==> src/rtl/ysyx_23060191_mem_arbiter.sv <==
// -----------------------------------------------------------------------------
// ysyx_23060191_mem_arbiter
//
// Shares one memory port between the IFU (read-only fetches) and the LSU
// (loads and stores). Only one transaction is in flight at a time. The
// request path is registered; the response path is a combinational
// passthrough that is steered to whichever master owns the transaction.
//
// Handshake rule used on every channel: a transfer happens on a rising clock
// edge where valid and ready are both 1. A source holds valid and its
// payload stable until that edge; ready may depend combinationally on valid.
//
// Configuration macro:
//   YSYX_23060191_ARB_RR_EN  defined   -> round-robin arbitration on contention
//                            undefined -> fixed priority, LSU over IFU
//
// Ports:
//   clk, rstn                 clock, asynchronous active-low reset
//   ifu_req_*                 IFU request  (valid/ready/addr)
//   ifu_resp_*                IFU response (valid/ready/data)
//   lsu_req_*                 LSU request  (valid/ready/addr/wen/wdata/wmask)
//   lsu_resp_*                LSU response (valid/ready/data; data 0 on store ack)
//   mem_req_*                 registered request towards memory
//   mem_resp_*                response from memory
//   dbg_state                 FSM state: 0=IDLE, 1=REQ, 2=RESP
// -----------------------------------------------------------------------------
module ysyx_23060191_mem_arbiter #(
    parameter int ADDR_W = 32,
    parameter int DATA_W = 32,
    parameter int MASK_W = 4
) (
    input  logic              clk,
    input  logic              rstn,

    input  logic              ifu_req_valid,
    output logic              ifu_req_ready,
    input  logic [ADDR_W-1:0] ifu_req_addr,
    output logic              ifu_resp_valid,
    input  logic              ifu_resp_ready,
    output logic [DATA_W-1:0] ifu_resp_data,

    input  logic              lsu_req_valid,
    output logic              lsu_req_ready,
    input  logic [ADDR_W-1:0] lsu_req_addr,
    input  logic              lsu_req_wen,
    input  logic [DATA_W-1:0] lsu_req_wdata,
    input  logic [MASK_W-1:0] lsu_req_wmask,
    output logic              lsu_resp_valid,
    input  logic              lsu_resp_ready,
    output logic [DATA_W-1:0] lsu_resp_data,

    output logic              mem_req_valid,
    input  logic              mem_req_ready,
    output logic [ADDR_W-1:0] mem_req_addr,
    output logic              mem_req_wen,
    output logic [DATA_W-1:0] mem_req_wdata,
    output logic [MASK_W-1:0] mem_req_wmask,
    input  logic              mem_resp_valid,
    output logic              mem_resp_ready,
    input  logic [DATA_W-1:0] mem_resp_data,

    output logic [1:0]        dbg_state
);

    typedef enum logic [1:0] {
        ST_IDLE = 2'd0,
        ST_REQ  = 2'd1,
        ST_RESP = 2'd2
    } state_t;

    localparam logic OWNER_IFU = 1'b0;
    localparam logic OWNER_LSU = 1'b1;

    state_t              r_state;
    state_t              w_state_nxt;

    logic                r_owner;
    logic [ADDR_W-1:0]   r_addr;
    logic                r_wen;
    logic [DATA_W-1:0]   r_wdata;
    logic [MASK_W-1:0]   r_wmask;

    // Cleared by reset and set on the first clock edge afterwards, so no
    // request is offered a ready while reset is held.
    logic                r_live;

    logic                w_grant_ifu;
    logic                w_grant_lsu;
    logic                w_accept;

    // -------------------------------------------------------------------------
    // Arbitration (only meaningful in IDLE; qualified by the FSM below)
    // -------------------------------------------------------------------------
`ifdef YSYX_23060191_ARB_RR_EN
    // Remembers which master won the most recent accept; on contention the
    // other master is preferred.
    logic r_last_grant;

    always_comb begin
        w_grant_ifu = 1'b0;
        w_grant_lsu = 1'b0;
        if (ifu_req_valid && lsu_req_valid) begin
            if (r_last_grant == OWNER_LSU) begin
                w_grant_ifu = 1'b1;
            end else begin
                w_grant_lsu = 1'b1;
            end
        end else begin
            w_grant_ifu = ifu_req_valid;
            w_grant_lsu = lsu_req_valid;
        end
    end

    always_ff @(posedge clk or negedge rstn) begin
        if (!rstn) begin
            r_last_grant <= OWNER_IFU;
        end else if (w_accept) begin
            r_last_grant <= w_grant_lsu ? OWNER_LSU : OWNER_IFU;
        end
    end
`else
    // Fixed priority: the LSU always wins, the IFU only when the LSU is idle.
    assign w_grant_lsu = lsu_req_valid;
    assign w_grant_ifu = ifu_req_valid & ~lsu_req_valid;
`endif

    // -------------------------------------------------------------------------
    // FSM state register
    // -------------------------------------------------------------------------
    always_ff @(posedge clk or negedge rstn) begin
        if (!rstn) begin
            r_state <= ST_IDLE;
            r_live  <= 1'b0;
        end else begin
            r_state <= w_state_nxt;
            r_live  <= 1'b1;
        end
    end

    // -------------------------------------------------------------------------
    // FSM next state and outputs
    // -------------------------------------------------------------------------
    always_comb begin
        w_state_nxt    = r_state;
        w_accept       = 1'b0;
        ifu_req_ready  = 1'b0;
        lsu_req_ready  = 1'b0;
        ifu_resp_valid = 1'b0;
        ifu_resp_data  = '0;
        lsu_resp_valid = 1'b0;
        lsu_resp_data  = '0;
        mem_req_valid  = 1'b0;
        mem_resp_ready = 1'b0;

        case (r_state)
            ST_IDLE: begin
                // A grant implies the granted master's valid is high, so
                // ready here is also the handshake condition.
                ifu_req_ready = r_live & w_grant_ifu;
                lsu_req_ready = r_live & w_grant_lsu;
                w_accept      = r_live & (w_grant_ifu | w_grant_lsu);
                if (w_accept) begin
                    w_state_nxt = ST_REQ;
                end
            end

            ST_REQ: begin
                mem_req_valid = 1'b1;
                if (mem_req_ready) begin
                    w_state_nxt = ST_RESP;
                end
            end

            ST_RESP: begin
                if (r_owner == OWNER_LSU) begin
                    lsu_resp_valid = mem_resp_valid;
                    // A store ack carries no data.
                    lsu_resp_data  = r_wen ? '0 : mem_resp_data;
                    mem_resp_ready = lsu_resp_ready;
                end else begin
                    ifu_resp_valid = mem_resp_valid;
                    ifu_resp_data  = mem_resp_data;
                    mem_resp_ready = ifu_resp_ready;
                end
                if (mem_resp_valid && mem_resp_ready) begin
                    w_state_nxt = ST_IDLE;
                end
            end

            default: begin
                w_state_nxt = ST_IDLE;
            end
        endcase
    end

    // -------------------------------------------------------------------------
    // Request payload and owner registers, captured on the IDLE accept
    // -------------------------------------------------------------------------
    always_ff @(posedge clk or negedge rstn) begin
        if (!rstn) begin
            r_owner <= OWNER_IFU;
            r_addr  <= '0;
            r_wen   <= 1'b0;
            r_wdata <= '0;
            r_wmask <= '0;
        end else if (w_accept) begin
            if (w_grant_lsu) begin
                r_owner <= OWNER_LSU;
                r_addr  <= lsu_req_addr;
                r_wen   <= lsu_req_wen;
                r_wdata <= lsu_req_wdata;
                r_wmask <= lsu_req_wmask;
            end else begin
                // Fetches are always plain reads.
                r_owner <= OWNER_IFU;
                r_addr  <= ifu_req_addr;
                r_wen   <= 1'b0;
                r_wdata <= '0;
                r_wmask <= '0;
            end
        end
    end

    assign mem_req_addr  = r_addr;
    assign mem_req_wen   = r_wen;
    assign mem_req_wdata = r_wdata;
    assign mem_req_wmask = r_wmask;
    assign dbg_state     = r_state;

endmodule

==> config.mk <==
export PLATFORM = sky130hd
export DESIGN_NAME = ysyx_23060191_mem_arbiter
export DESIGN_NICKNAME = d
export VERILOG_FILES = /design/src/rtl/ysyx_23060191_mem_arbiter.sv
export SDC_FILE = /design/constraint.sdc
export NUM_CORES = 1
export LEC_CHECK = 0
export ABC_CLOCK_PERIOD_IN_PS = 1800
export BUFFER_PORTS_ARGS = -buffer_cell sky130_fd_sc_hd__clkbuf_2
export CORE_AREA = 2 2 110 112
export CTS_CLUSTER_SIZE = 16
export DETAILED_ROUTE_END_ITERATION = 10
export DIE_AREA = 0 0 112 114
export HOLD_SLACK_MARGIN = 0.1
export PLACE_DENSITY = 0.74
export SYNTH_ARGS = -nofsm -noshare
export SYNTH_HDL_FRONTEND = slang
export SYNTH_SLANG_ARGS = --single-unit
==> constraint.sdc <==
create_clock -name clk -period 1.8 [get_ports clk]
set_clock_uncertainty 0.1 [all_clocks]
set_input_delay 0.45 -clock clk [delete_from_list [all_inputs] [get_ports clk]]
set_output_delay 0.45 -clock clk [all_outputs]
set_load 0.1 [all_outputs]
# [Word level (Yosys, flattened, before mapping)]
# Cells that the tools add are included.
[word_totals] in_bits=141 reg_bits=73 word_cells=46 output_inout_bits=141
[op_classes] bitwise=6 reduce_logical=3 n_eq_ne=5 n_mux=25
[op_table] cell="two-way mux 32 bit" count=7
[op_table] cell="two-way mux 1 bit" count=13
[op_table] cell="two-way mux 2 bit" count=3
[op_table] cell="inequality test 2 bit, second input constant" count=3
[op_table] cell="one-hot mux 2 bit (3 select lines)" count=1
[op_table] cell="AND 1 bit" count=4
[op_table] cell="two-way mux 4 bit" count=1
[op_table] cell="AND reduction 3 bit" count=1
[op_table] cell="equality test 2 x 1 -> 1 bit, second input constant" count=1
[op_table] cell="equality test 2 bit, second input constant" count=1
[op_table] cell="zero test 2 bit" count=1
[op_table] cell="logical AND 1 bit" count=1
[op_table] cell="inverter 1 bit" count=1
[op_table] cell="OR 1 bit" count=1

# [Longest topological paths before layout]
# Gate-level depths: netlist (run 1).
[depth] depth_word=6 depth_mapped=5 ltp_nobuf=4

# [Worst setup path after synthesis (run 1)]
# OpenSTA, ideal clock, no wires.
[synth_timing] path_type="reg2out" startpoint="reg r_state[1], in the netlist dbg_state[1]" endpoint="out mem_resp_ready" path_slack_ns=-1.250 required_ns=1.250 path_stages_with_launch=3 arrival_time_ns=2.500 path_buffers=0 cell_sequence="dfrtp_1 > nand2b_1 > nor2_1"
[synth_between] elab_chain_len=2
[synth_lines] element="start: declaration" line="74" rtl="state_t r_state;"
[synth_lines] element="start signal: assignment" line="135" rtl="r_state <= w_state_nxt;"
[synth_lines] element="equality test 2 bit" line="155" rtl="case (r_state)"
[synth_lines] element="two-way mux 1 bit" line="155"
[synth_lines] element="end: declaration" line="59" rtl="output logic mem_resp_ready,"
# Every way passes these cells.

# [Worst setup path in the final report (run 1)]
[layout_timing] startpoint="reg r_state[0], in the netlist dbg_state[0]" endpoint="out lsu_resp_data[0]"
[layout_between] elab_chain_len=2
[layout_lines] element="equality test 2 bit" line="155"
[layout_lines] element="two-way mux 32 bit" line="155"
[layout_lines] element="end: declaration" line="50" rtl="output logic [DATA_W-1:0] lsu_resp_data,"
# Every way passes these cells.

==> impl_results.md, run 1 <==
* Syn Area/Cell at 12.58 sq um
* Syn Inst Count at between 200 and 300
* Syn Nets at 420
* WL final at 13.39 mm
* Area occupied by multi-input gates at 1882 sq um
* Crit share post-route at 1.292
* CP Class: register to primary output
* Most frequent cell after synthesis: dfrtp_1
* Final GP Congestion at approximately 0.9
* Antenna-violating nets left at 0
* Post-synth EDFFs at 0
* Clock sinks at 73
* Initial Util at 0.2997
* CTS tree: done
* Final HPWL DP at 10.06 mm
* YS warnings at 0
* Post-DR wirelength/cell at 17.95 microns
* Setup crit end kind: primary output
* Ys flop type: dfrtp_1
* Area grow syn2layout at 107.5%
* Via count at ~3,500
* Synth Area in Adders at 0
* Failing checks: setup timing
* Sequential area share after synthesis at 0.5205
* Synth Area in Simple Gates at 0.1383
* Slew Viols, Final at 0
* FF+latch area at 1836 sq um
* Total grt overflow at 0
* Final-report hold violation count at 0
* Num CTS Buffers at 9
* Largest family of logic cells by synthesized area: multiplexers
* Die Y at 114 microns
* Compound-Gate Fraction of Synth Area at 0.09982
* Clock Latency Late Sink at about 320 ps
* Cell area after synthesis at 3510 sq um
* Die width at between 100 and 150 microns
* #FFs+latches synth at 73
* Crit path time final at 2325 ps
* Final WS setup at -525.0 ps
* Layout Nets at 730
* Share of cells above drive strength 1 at 0.8064
* Clock transition at the registers of the reported paths at 50 ps
* CTS root buffer: clkbuf_16
* FP Rows at 40
* Async S/R FF share, synth at 1.000
* Post-DR vias/cell at between 4 and 5
* Worst-path fanout max at 32
* Yosys top cell area share at 0.5205
* Largest net degree at the start of global routing at 42
* Total GRT Usage at 0.1919
* IO Port Bufs at ~280
* DRT iter0 DRCs at 145
* Initial antenna violation count at 6
* Die footprint at 12,770 sq um
* DR pass1 iterations at 4
* Measured slew at the worst slew-check pin at 562.1 ps
* Clk buf depth at 2
* Largest cells by area after synthesis: dfrtp_1 (52%), mux2_2 (14%), and2_1 (12%), a22o_1 (9.2%), mux2_1 (6.4%)
* Library cells used by synthesis at 20
* Worst Hold Class: primary input to register
* Status: finished, violations left
* First-pass GRT wire length at 18.89 mm
* Core ar. at between 10,000 and 15,000 sq um
* R2R Setup Slk at -270 ps
* WP data arrival at 1770 ps
* Max Cap Viol at 0
* Startpoint types: register
* # DRC at 0
* Max Fclk at 430.1 MHz
* Final setup vio count at 141
* Mux share of post-synthesis cell area at 0.2082
* Worst endpoint required time at 1250 ps
* Worst slew margin at 0.6269
* RSZ-0062 raised after global routing: true
* Post-synthesis xor/xnor area fraction at 0
* Cell taking the most area after synthesis: dfrtp_1
* Vias in the first global route at approximately 3,600
* Fillers at 909
* IO Count at ~280
* Post-synth top cells: dfrtp_1 (73), and2_1 (66), mux2_2 (44), a22o_1 (37), mux2_1 (20)
* Clock H-tree levels at 3
* Final core utilization at 0.6217
## cell usage in the layout (no fill, tap or decap), types with 3 or more instances in the layout
master / count
mux2_4: 20
and2_4: 65
bufinv_16: 3
diode_2: 5
a22o_1: 37
mux2_2: 44
buf_6: 8
buf_4: 18
buf_8: 3
clkbuf_16: 12
dfrtp_1: 70
clkbuf_2: 206
buf_12: 79
## cell type report
cell class / count / share of cell area
timing repair buffer: 320 / 0.4152
multi-input combinational: 184 / 0.2585
sequential: 73 / 0.2521
clock buffer: 11 / 0.03196
tap: 147 / 0.02526
clock inverter: 5 / 0.01426
antenna: 5 / 0.001719
inverter: 1 / 0.001031
## per-stage QoR
step	cell area [sq um]	std cells	hold WS, ps	setup TNS (ps)	worst slack (ps)
after floorplan	3752	279	54.41	-21040	-349.4
after global routing	7268	741	216.2	-52190	-596.7
after detailed placement	6500	707	239.2	-7011	-160.2
final	7281	746	222.9	-43140	-525.0
after CTS	7048	731	234.8	-38580	-501.5
after global placement	6500	707	237.2	-3513	-111.8
## critical path, cell delays in order, from the launching register on
cell and delay [ps]:
dfrtp_4 480, nand2b_4 170, nor3b_4 230, buf_12 210, and2_2 180, buf_12 170
## flip-flops by register name, summed over array words and instances, names as in the netlist
| register | cells |
|---|---|
| r_live | 1 |
| mem_req_wdata | 32 |
| dbg_state | 2 |
| mem_req_wmask | 4 |
| mem_req_addr | 32 |
| mem_req_wen | 1 |
| r_owner | 1 |
## cell families (layout without fill, tap and decap cells)
| group | count (synthesis) | in the layout |
|---|---|---|
| and+or+nand+nor | 77 | 77 |
| DFF | 73 | 73 |
| muxes | 65 | 65 |
| AOI/OAI and AO/OA | 41 | 41 |
| buffers and inverters | 22 | 337 |
| other | 1 | 6 |
## worst paths after layout
kind                                               startpoint                       endpoint  cells past startpoint
min in group asynchronous                                rstn   mem_req_addr[16]$_DFFE_PN0P_                      2
worst min register to register  mem_req_wdata[22]$_DFFE_PN0P_  mem_req_wdata[22]$_DFFE_PN0P_                      1
worst max register to register       dbg_state[0]$_DFFE_PN0P_   mem_req_addr[14]$_DFFE_PN0P_                      8
worst max-delay path                 dbg_state[0]$_DFFE_PN0P_               lsu_resp_data[0]                      5
worst min-delay path                            mem_req_ready       dbg_state[0]$_DFFE_PN0P_                      2
max in group asynchronous                                rstn       dbg_state[0]$_DFFE_PN0P_                      3
## repair_timing
action                                  in CTS  in global routing
hold buffers                                 1                  0
cloned                                       4                  4
resized for setup                           14                 39
endpoints found under the hold margin       16                  0
endpoints found under the setup margin     120                140
setup buffers                                3                  9
pin swaps                                    4                  6
## layer usage
metal  GRT usage  vias to the layer above  wire [microns]
met2      0.3410                      190            6847
met5           0                        -              12
met1      0.2045                     1658            4983
met3     0.07864                       25            1268
met4     0.07480                        2             276
li1            -                     1604               -
Power of run 1 is left out: the tool's default activity adds up to more than one toggle a clock period on the data nets, which glitch-free logic cannot reach.
==> inputs of run 2 (changes only) <==
Settings changed: BUFFER_PORTS_ARGS -buffer_cell sky130_fd_sc_hd__clkbuf_2 to -buffer_cell sky130_fd_sc_hd__buf_2.
==> impl_results.md, run 2 (synthesis gave the netlist of run 1 again) <==
* Antenna-violating nets left at 0 (unchanged)
* Num CTS Buffers at 9 (unchanged)
* Die width at 112 microns (unchanged)
* IO Count at 282 (unchanged)
* Crit share post-route at 1.270 (was 1.292)
* Setup crit end kind: primary output (unchanged)
* Die footprint at 12,770 sq um (unchanged)
* Die Y at 114 microns (unchanged)
* Via count at 3,515 (was 3,479)
* Final GP Congestion at 0.9063 (was 0.8966)
* FP Rows at 40 (unchanged)
* First-pass GRT wire length at 20.82 mm (was 18.89 mm)
* FF+latch area at 1836 sq um (unchanged)
* DR pass1 iterations at 4 (unchanged)
* Startpoint types: register (unchanged)
* WP data arrival at 1740 ps (was 1770 ps)
* Status: finished, violations left (unchanged)
* WL final at 13.71 mm (was 13.39 mm)
* Non-Filler Instances at 748 (was 746)
* Most common cell after layout, fill and taps aside: buf_2 (was clkbuf_2)
* Fillers at 886 (was 909)
* Final core utilization at 0.6313 (was 0.6217)
* Share of cells above drive strength 1 at 0.8101 (was 0.8064)
* IO Port Bufs at 281 (unchanged)
* Slowest stage delay, CP at 470 ps (was 480 ps)
* Initial Util at 0.2997 (unchanged)
* CP bufs+invs at 2 (unchanged)
* Minimum hold slack at 227.5 ps (was 222.9 ps)
* Area grow syn2layout at 110.7% (was 107.5%)
* CTS tree: done (unchanged)
* CP Class: register to primary output (unchanged)
* Clock transition at the registers of the reported paths at 50 ps (about the same)
* # DRC at 0 (unchanged)
* Crit path time final at 2286 ps (was 2325 ps)
* RSZ-0062 raised after global routing: true (unchanged)
* Worst Hold Class: primary input to register (unchanged)
* Total grt overflow at 0 (unchanged)
* Post-DR wirelength/cell at 18.33 microns (was 17.95 microns)
* DRT iter0 DRCs at 172 (was 145)
* Clock Latency Late Sink at 320 ps (about the same)
* Worst path most repeated cell: buf_12 (unchanged)
* Max Cap Viol at 0 (unchanged)
* Final WS setup at -485.7 ps (was -525.0 ps)
* Core ar. at 11,710 sq um (unchanged)
* Worst-path fanout max at 32 (unchanged)
* Critical Path, Cell by Cell: nand2b_4 > nor3b_4 > buf_12 > and2_2 > buf_12 (unchanged)
* Total GRT Usage at 0.2117 (was 0.1919)
* Post-DR vias/cell at 4.699 (was 4.664)
* Most frequent cells in the layout: buf_2 (207), buf_12 (82), dfrtp_1 (70) (was clkbuf_2 (206), buf_12 (79), dfrtp_1 (70))
* Final-report hold violation count at 0 (unchanged)
* Clk buf depth at 2 (unchanged)
* Slew Viols, Final at 0 (unchanged)
* # placed instances at 706 (was 707)
* Pre-CTS setup slack at -154.6 ps (was -160.2 ps)
* Largest net degree at the start of global routing at 50 (was 42)
* Area occupied by multi-input gates at 1881 sq um (was 1882 sq um)
* Initial antenna violation count at 6 (unchanged)
* Final HPWL DP at 10.18 mm (was 10.06 mm)
* CP max stage cell: dfrtp_4 (unchanged)
* Vias in the first global route at 3,803 (was 3,561)
* Failing checks: setup timing (unchanged)
* Final setup vio count at 141 (unchanged)
* Max Fclk at 437.5 MHz (was 430.1 MHz)
* Clock sinks at 73 (unchanged)
* CTS root buffer: clkbuf_16 (unchanged)
* Crit-path leading delay family: simple AND/OR/NAND/NOR gates (unchanged)
* Clock H-tree levels at 3 (unchanged)
* Layout Nets at 731 (was 730)
* Worst endpoint required time at 1250 ps (about the same)
[run 2: changes by cell type in the layout (fill, tap and decap cells not counted), moves of 2 or more]
| cell | change |
|---|---|
| buf_2 | +207 |
| clkbuf_2 | -206 |
| buf_16 | +7 |
| buf_6 | -4 |
| buf_12 | +3 |
| buf_4 | -2 |
| buf_8 | -2 |
| clkbuf_1 | -2 |
| clkbuf_16 | -2 |
| clkbuf_8 | +2 |
[run 2: final timing paths]
check / start / to / slack, ps / depth (start not counted)
worst min-delay path: mem_req_ready / dbg_state[0]$_DFFE_PN0P_ / 230 / 2
min in group asynchronous: rstn / mem_req_addr[12]$_DFFE_PN0P_ / 490 / 2
worst max register to register: dbg_state[0]$_DFFE_PN0P_ / mem_req_wdata[8]$_DFFE_PN0P_ / -240 / 9
worst max-delay path: dbg_state[0]$_DFFE_PN0P_ / lsu_resp_data[0] / -490 / 5
max in group asynchronous: rstn / mem_req_wen$_DFFE_PN0P_ / 500 / 3
worst min register to register: mem_req_wdata[4]$_DFFE_PN0P_ / mem_req_wdata[4]$_DFFE_PN0P_ / 390 / 1
[run 2: final cells by class]
| type | instances | share of cell area |
|---|---|---|
| repair buffers | 321 | 0.4248 |
| multi-input cells | 184 | 0.2544 |
| diodes | 6 | 0.002031 |
| inverters | 1 | 0.001015 |
| clock buffers | 11 | 0.03419 |
| flip-flops and latches | 73 | 0.2483 |
| clock inverters | 5 | 0.01049 |
| well taps | 147 | 0.02488 |
[run 2: per-layer routing]
layer  vias to the layer above  routed length (microns)  track usage
li1                       1608                        -            -
met3                        15                     1158      0.06908
met2                       175                     7021       0.3758
met5                         -                        0            0
met4                         0                      283      0.07073
met1                      1717                     5250       0.2420
[run 2: through the flow]
step,cell area (sq um),TNS [ps]
6_report,7393,-40120
5_1_grt,7378,-49030
4_1_cts,7331,-39390
3_5_place_dp,6528,-7027
3_3_place_gp,6528,-3443
2_1_floorplan,3752,-21040
[run 2: repair_timing]
item | in CTS | in global routing
hold endpoints to repair | 24 | 0
cloned | 9 | 1
buffers inserted | 8 | 2
pin swaps | 4 | 7
gates resized for setup | 41 | 5
hold buffers | 1 | 0
endpoints found under the setup margin | 125 | 141
Power of run 2 is left out for the same reason.
